File: config.mk
export PLATFORM = sky130hd
export DESIGN_NAME = bp_be_fe_feedback_gen
export DESIGN_NICKNAME = d
export VERILOG_FILES = /design/src/rtl/bp_be_fe_feedback_gen.sv
export SDC_FILE = /design/constraint.sdc
export NUM_CORES = 1
export LEC_CHECK = 0
export BUFFER_PORTS_ARGS = -buffer_cell sky130_fd_sc_hd__clkbuf_2
export CAP_MARGIN = 20
export CORE_UTILIZATION = 59
export CTS_BUF_LIST = sky130_fd_sc_hd__clkbuf_8
export DETAILED_ROUTE_END_ITERATION = 6
export PLACE_DENSITY = 0.85
export SYNTH_ARGS = -nofsm -noshare
export SYNTH_HDL_FRONTEND = slang
export SYNTH_SLANG_ARGS = --single-unit
File: constraint.sdc
create_clock -name clk_i -period 2.8 [get_ports clk_i]
set_input_delay 0.56 -clock clk_i [delete_from_list [all_inputs] [get_ports clk_i]]
set_output_delay 0.56 -clock clk_i [all_outputs]
set_load 0.03 [all_outputs]
File: src/rtl/bp_be_fe_feedback_gen.sv
// Turns resolved-branch results into FE redirect pulses and a buffered attaboy stream.
// Optional perf counters are enabled by defining BP_FE_FEEDBACK_PERF_EN.
module bp_be_fe_feedback_gen #(
  parameter int vaddr_width_p               = 39,
  parameter int branch_metadata_fwd_width_p = 64,
  parameter int attaboy_els_p               = 4
) (
  input  logic                                   clk_i,
  input  logic                                   reset_n_i,
  input  logic                                   fe_init_done_i,
  input  logic                                   br_v_i,
  input  logic [vaddr_width_p-1:0]               br_pc_i,
  input  logic [branch_metadata_fwd_width_p-1:0] br_metadata_i,
  input  logic                                   br_taken_i,
  input  logic                                   br_nonbr_i,
  input  logic                                   br_mispredict_i,
  input  logic                                   br_resume_i,
  input  logic                                   cmd_redirect_v_i,
  input  logic [vaddr_width_p-1:0]               cmd_redirect_pc_i,
  output logic                                   redirect_v_o,
  output logic [vaddr_width_p-1:0]               redirect_pc_o,
  output logic                                   redirect_resume_o,
  output logic                                   redirect_br_v_o,
  output logic [branch_metadata_fwd_width_p-1:0] redirect_br_metadata_fwd_o,
  output logic                                   redirect_br_taken_o,
  output logic                                   redirect_br_ntaken_o,
  output logic                                   redirect_br_nonbr_o,
  output logic                                   attaboy_v_o,
  output logic [vaddr_width_p-1:0]               attaboy_pc_o,
  output logic [branch_metadata_fwd_width_p-1:0] attaboy_br_metadata_fwd_o,
  output logic                                   attaboy_taken_o,
  output logic                                   attaboy_ntaken_o,
  input  logic                                   attaboy_yumi_i,
  output logic                                   ready_o,
  output logic [31:0]                            perf_attaboy_o,
  output logic [31:0]                            perf_drop_o,
  output logic [31:0]                            perf_redirect_o
);

  localparam int ptr_w_lp = $clog2(attaboy_els_p);
  localparam logic [ptr_w_lp:0] ptr_one_lp = {{ptr_w_lp{1'b0}}, 1'b1};

  typedef enum logic [0:0] {e_init = 1'b0, e_run = 1'b1} state_e;

  typedef struct packed {
    logic                                   v;
    logic [vaddr_width_p-1:0]               pc;
    logic                                   resume;
    logic                                   br_v;
    logic [branch_metadata_fwd_width_p-1:0] md;
    logic                                   taken;
    logic                                   ntaken;
    logic                                   nonbr;
  } redir_t;

  typedef struct packed {
    logic [vaddr_width_p-1:0]               pc;
    logic [branch_metadata_fwd_width_p-1:0] md;
    logic                                   taken;
  } ab_t;

  state_e state_r, state_n_s;
  redir_t redir_r, redir_n_s;
  ab_t    mem_r [attaboy_els_p];
  logic [ptr_w_lp:0] wptr_r, rptr_r;
  logic run_s, cmd_redir_s, br_redir_s, enq_s, empty_s, full_s, pop_s, push_s;
  ab_t  head_s;

  // FSM state register
  always_ff @(posedge clk_i or negedge reset_n_i) begin
    if (!reset_n_i) state_r <= e_init;
    else            state_r <= state_n_s;
  end

  // FSM next state: leaves init once FE tables are ready, then stays in run
  always_comb begin
    state_n_s = state_r;
    case (state_r)
      e_init:  if (fe_init_done_i) state_n_s = e_run; else state_n_s = e_init;
      e_run:   state_n_s = e_run;
      default: state_n_s = e_init;
    endcase
  end

  assign run_s       = (state_r == e_run);
  assign cmd_redir_s = run_s & cmd_redirect_v_i;
  assign br_redir_s  = run_s & br_v_i & (br_mispredict_i | br_nonbr_i) & ~cmd_redirect_v_i;
  assign enq_s       = run_s & br_v_i & ~br_mispredict_i & ~br_nonbr_i & ~cmd_redirect_v_i;

  // Redirect next payload: command redirects win; payload holds between pulses
  always_comb begin
    redir_n_s   = redir_r;
    redir_n_s.v = 1'b0;
    if (cmd_redir_s) begin
      redir_n_s = '{v: 1'b1, pc: cmd_redirect_pc_i, resume: 1'b0, br_v: 1'b0,
                    md: '0, taken: 1'b0, ntaken: 1'b0, nonbr: 1'b0};
    end else if (br_redir_s) begin
      redir_n_s = '{v: 1'b1, pc: br_pc_i, resume: br_resume_i, br_v: 1'b1, md: br_metadata_i,
                    taken: br_taken_i & ~br_nonbr_i, ntaken: ~br_taken_i & ~br_nonbr_i,
                    nonbr: br_nonbr_i};
    end else begin
      redir_n_s.v = 1'b0;
    end
  end

  // Redirect output register
  always_ff @(posedge clk_i or negedge reset_n_i) begin
    if (!reset_n_i) redir_r <= '0;
    else            redir_r <= redir_n_s;
  end

  assign redirect_v_o               = redir_r.v;
  assign redirect_pc_o              = redir_r.pc;
  assign redirect_resume_o          = redir_r.resume;
  assign redirect_br_v_o            = redir_r.br_v;
  assign redirect_br_metadata_fwd_o = redir_r.md;
  assign redirect_br_taken_o        = redir_r.taken;
  assign redirect_br_ntaken_o       = redir_r.ntaken;
  assign redirect_br_nonbr_o        = redir_r.nonbr;

  // A full FIFO still accepts an enqueue when the head is popped in the same cycle
  assign empty_s = (wptr_r == rptr_r);
  assign full_s  = (wptr_r[ptr_w_lp-1:0] == rptr_r[ptr_w_lp-1:0]) &
                   (wptr_r[ptr_w_lp] != rptr_r[ptr_w_lp]);
  assign pop_s   = attaboy_yumi_i & ~empty_s;
  assign push_s  = enq_s & (~full_s | pop_s);

  // Attaboy FIFO storage and pointers
  always_ff @(posedge clk_i or negedge reset_n_i) begin
    if (!reset_n_i) begin
      wptr_r <= '0;
      rptr_r <= '0;
      for (int i = 0; i < attaboy_els_p; i++) mem_r[i] <= '0;
    end else begin
      if (push_s) begin
        mem_r[wptr_r[ptr_w_lp-1:0]] <= '{pc: br_pc_i, md: br_metadata_i, taken: br_taken_i};
        wptr_r <= wptr_r + ptr_one_lp;
      end
      if (pop_s) rptr_r <= rptr_r + ptr_one_lp;
    end
  end

  assign head_s                    = mem_r[rptr_r[ptr_w_lp-1:0]];
  assign attaboy_v_o               = ~empty_s;
  assign attaboy_pc_o              = head_s.pc;
  assign attaboy_br_metadata_fwd_o = head_s.md;
  assign attaboy_taken_o           = head_s.taken;
  assign attaboy_ntaken_o          = ~head_s.taken & ~empty_s;
  assign ready_o                   = run_s;

`ifdef BP_FE_FEEDBACK_PERF_EN
  function automatic logic [31:0] sat_inc(input logic [31:0] c, input logic en);
    if (en && (c != 32'hFFFF_FFFF)) return c + 32'd1;
    else                            return c;
  endfunction

  logic [31:0] perf_attaboy_r, perf_drop_r, perf_redirect_r;
  logic        drop_s;
  assign drop_s = enq_s & full_s & ~pop_s;

  // Saturating event counters
  always_ff @(posedge clk_i or negedge reset_n_i) begin
    if (!reset_n_i) begin
      perf_attaboy_r  <= 32'd0;
      perf_drop_r     <= 32'd0;
      perf_redirect_r <= 32'd0;
    end else begin
      perf_attaboy_r  <= sat_inc(perf_attaboy_r, pop_s);
      perf_drop_r     <= sat_inc(perf_drop_r, drop_s);
      perf_redirect_r <= sat_inc(perf_redirect_r, cmd_redir_s | br_redir_s);
    end
  end

  assign perf_attaboy_o  = perf_attaboy_r;
  assign perf_drop_o     = perf_drop_r;
  assign perf_redirect_o = perf_redirect_r;
`else
  assign perf_attaboy_o  = 32'b0;
  assign perf_drop_o     = 32'b0;
  assign perf_redirect_o = 32'b0;
`endif

endmodule
# Word level (Yosys, flattened, before mapping)
# Index checks and enable logic that the tools add are counted.
# word_totals
out_inout_bits	312
in_bits	152
reg_bits	532
# classes
eq_ne	3
n_lt_le_gt_ge	3
n_reduce_logical	2
n_bitwise	25
addsub	2
n_mux	11
# op_table
cell	count
bitwise mux 416 bit	1
2-to-1 mux 104 bit	3
binary-select mux 104 bit (select 2 bit)	1
demux 104 bit (select 2 bit)	1
2-to-1 mux 109 bit	1
2-to-1 mux 108 bit	1
AND 1 bit	13
inverter 1 bit	8
adder 3 x 1 -> 3 bit (second input constant)	2
greater-or-equal comparator 3 bit (second input constant)	2
inverter 2 -> 3 bit	2
== test 3 bit	1
< comparator 3 x 1 -> 1 bit (second input constant)	1
== test 2 bit	1
2-to-1 mux 1 bit	2
OR 1 bit	2
one-hot mux 1 bit (2 select lines)	1
nonzero test 2 bit	1
logical AND 1 bit	1
!= test 1 bit	1

# Logic depth before layout (Yosys ltp)
# depth
depth_word	6
ltp_mapped	7

# Worst setup path before layout
# No wires, ideal clock.
# synth_timing
path_kind	flip-flop to output port
startpoint	register rptr_r[0]
endpoint	output port attaboy_ntaken_o
arrival_ns	1.786
stages_incl_launch_ff	5
required_ns	2.240
path_slack_ns	0.454
path_cell_list	dfrtp_1 -> buf_2 -> buf_2 -> mux4_2 -> nor2_1
# synth_between
elab_chain_cells	6
elab_cells_between_ends	8
cone_classes	1 x eq/ne; 3 x mux; 4 x bitwise
# synth_lines
element	line_no	rtl
start, declared	65	logic [ptr_w_lp:0] wptr_r, rptr_r;
start signal, assigned	139	if (pop_s) rptr_r <= rptr_r + ptr_one_lp;
inverter 2 -> 3 bit (not written as such)	143	assign head_s = mem_r[rptr_r[ptr_w_lp-1:0]];
binary-select mux 104 bit (select 2 bit)	143	
2-to-1 mux 104 bit (not written as such) (2 in a row)	143	
via attaboy_taken_o	31	output logic attaboy_taken_o,
inverter 1 bit	148	assign attaboy_ntaken_o = ~head_s.taken & ~empty_s;
AND 1 bit	148	
end, declared	32	output logic attaboy_ntaken_o,
# The timed path passes the listed nets, and every way through them passes these cells. The select of a mux whose other input is x is not followed.

# Worst setup path in the final report
# layout_timing
startpoint	register rptr_r[0]
endpoint	output port attaboy_br_metadata_fwd_o[18]
# layout_between
elab_chain_cells	4
# layout_lines
element	line_no	rtl
inverter 2 -> 3 bit (not written as such)	143	
binary-select mux 104 bit (select 2 bit)	143	
2-to-1 mux 104 bit (not written as such) (2 in a row)	143	
end, declared	30	output logic [branch_metadata_fwd_width_p-1:0] attaboy_br_metadata_fwd_o,
# No other way between the ends. The select of a mux whose other input is x is not followed.

==> flow_summary.toml <==
[floorplan]
fp.dieArea_um2 = 39800
io_pins = 464
initial_core_util = 0.606
coreArea_um2 = 38000
rows = 71
die_w_um = 200
die_y_um = 200

[cts]
cts.path.max_buffers = 3
clk_pin_slew_ns = 0.06
cts_buffers = 85
cts-root-buf = "clkbuf_8"
htree_levels = 3
cts_tree = "built"
clkLatencyLatePin_ns = 0.65
cts_sinks = 532

[cells_and_area]
nNetsFinal = 2011
regArea_um2 = 13300
syn_to_final_growth_pct = 22.5
postLayoutCoreUtil = 0.742
layout-drive-gt1-share = 0.565
fillers = 2213
multi_input_area_um2 = 8740
antenna_cells = 0

[synthesis]
synth_cell_types = 32
synth_commonest_cells = "532 x dfrtp_1, 415 x mux2_2, 122 x buf_4"
yosys_warnings = 0
synth_top_area_frac = 0.578
ys_seq_elements = 532
synth_most_common_cell = "dfrtp_1"
ys_seq_area_frac = 0.578
synth-async-reset-ratio = 1.00
synth_area_um2 = 23000
synthCells = 1437
synth_edf_count = 0
synth_ff_type = "dfrtp_1"
yosysTopAreaCell = "dfrtp_1"
synth_area_per_cell_um2 = 16.0
synth_area_leaders = "dfrtp_1 58%, mux2_2 20%, mux4_2 10%"

[placement]
globalplace.congestion = 0.747
hpwlAfterDp_um = 32100
portBuffers = 367

[drt]
first_iter_violations = 866
highest_layer = "met4"
dr.pass1.iters = 6
vias = 14200
wire_per_inst_um = 23.0
via_per_inst = 5.84
routed-wl-met2_um = 27900
drtAntennaViolNets = 0
wl_met1_um = 22900
wirelength_um = 55800
drcViolationCount = 0
met3WireLength_um = 3660

[sta]
final-hold-violation-count = 0
setup_viol = 0
relSlewSlack = 0.387
min_period_ns = 2.80
min_period_over_period = 0.999
finalClockSkew_ns = 0.0222
max_slew.worst_pin.slew_ns = 0.919
fin_hold_ws_ns = 0.108
max_freq_mhz = 357
finalMaxSlewViolations = 0
rsz0062_at_grt = "true"

[worst_hold_path]
hold_path_class = "input pin to flip-flop"
min-delay-start = "fe_init_done_i"
min_to = "ready_o"
worst_hold_path.num_cells = 2

[global_route]
grt_max_degree = 73
grt_usage = 0.284
first_global_vias = 15200
grt_antenna_before_repair = 0
overflow = 0
grt_pass1_wl_um = 85500

[setup_path]
endpoint_kind = "primary output"
critical_path.max_fanout = 8
worstReg2RegStart = "rptr_r[0]"
required_ns = 2.24
cp.arrival_ns = 2.24
r2r_cells = 7
rrSetupSlack_ns = 0.16
startpoint_type = "flip-flop"
critPathKind = "flip-flop to primary output"
reg2reg_to = "mem_r[118]"

[power_and_ir_drop]
power_leakage_nw = 14.0
power.density_nw_per_um2 = 1240
vdd_ir_drop_max_uv = 727

[run_status]
status = "completed"

[flow_run]
drv_cap = 0
[power breakdown]
group	internal, mW	total (mW)	switching, mW
clock network	3.67	6.74	3.07
logic	8.24	15.8	7.55
registers	10.7	12.3	1.57
total	22.6	34.8	12.2
[per-layer routing]
metal  vias to the layer above  track usage
met5                         -            0
met4                         0       0.0981
met3                        86       0.0630
met2                       554        0.466
met1                      7516        0.375
li1                       6022            -
[kinds of logic after synthesis]
logic type | share of synthesized area
flip-flops | 0.578
multiplexers | 0.306
buffers and inverters | 0.0604
AO/OA/AOI/OAI | 0.0441
AND/OR/NAND/NOR | 0.00582
other | 0.000163
adder cells (fa/ha/maj) | 0.00272
XOR/XNOR | 0.00228
[area by class of cell]
cell class                      count  area share
Timing Repair Buffer              426       0.127
Clock buffer                      108      0.0527
Multi-Input combinational cell    763       0.310
Clock inverter                     41     0.00892
Sequential cell                   532       0.472
Tap cell                          511      0.0227
Inverter                           46     0.00612
[worst max path at each step]
stage / startpoint / endpoint / slack [ns] / cells past startpoint
4_1_cts: rptr_r[0] / attaboy_br_metadata_fwd_o[9] / -0.07 / 4
6_report: rptr_r[0] / attaboy_br_metadata_fwd_o[18] / 0.002 / 5
3_5_place_dp: br_v_i / mem_r[85] / 0.34 / 7
3_3_place_gp: rptr_r[1] / attaboy_ntaken_o / 0.38 / 4
2_1_floorplan: rptr_r[0] / attaboy_ntaken_o / 0.45 / 4
5_1_grt: rptr_r[0] / attaboy_br_metadata_fwd_o[0] / -0.07 / 5
[critical path, stage by stage, from the launching register on]
cell,delay (ns)
dfrtp_4,0.46
buf_12,0.13
buf_8,0.12
buf_16,0.15
mux4_2,0.55
buf_8,0.16
[through the flow]
stage                     cells  setup WS (ns)  area [µm²]  total power, mW  setup TNS (ns)
after global routing       2427        -0.0666       28200             36.4           -2.22
after CTS                  2421        -0.0739       28000             34.2           -2.70
after floorplan            1532          0.454       23400             21.2               0
final                      2427        0.00155       28200             34.8               0
after global placement     2253          0.380       25100             24.2               0
after detailed placement   2253          0.340       25100             24.7               0
[state kept, by name, summed over array words and instances, names as in the netlist]
signal	count
mem_r	416
redirect_br_metadata_fwd_o	64
redirect_pc_o	39
rptr_r	3
wptr_r	3
ready_o	1
redirect_br_nonbr_o	1
redirect_br_ntaken_o	1
redirect_br_taken_o	1
redirect_br_v_o	1
redirect_resume_o	1
redirect_v_o	1
[cell usage in the layout, fill, tap and decap left out, types with 2 or more instances in the layout]
master,Yosys,layout
clkinv_2,0,10
ha_1,5,5
nand3_4,0,4
clkbuf_2,0,267
conb_1,1,96
xnor2_1,5,5
dfrtp_4,0,2
mux2_1,3,3
nand2_1,6,6
a22o_1,65,65
clkbuf_4,0,7
dfrtp_1,532,530
buf_6,0,7
bufinv_16,0,2
buf_12,0,13
inv_1,46,69
buf_16,0,12
mux4_2,104,104
mux2_2,415,415
inv_6,0,5
buf_8,0,68
buf_4,122,28
nor2_1,5,4
a222oi_1,39,39
a32o_1,2,2
clkbuf_8,0,122
buf_2,35,7
[timing repair]
action	CTS	global route
hold endpoints to repair	58	0
buffers inserted	8	6
setup endpoints to repair	105	84
gates resized for setup	186	98
gates cloned	11	1
hold buffers	1	0
No activity file was read; power rests on OpenSTA's default activity.
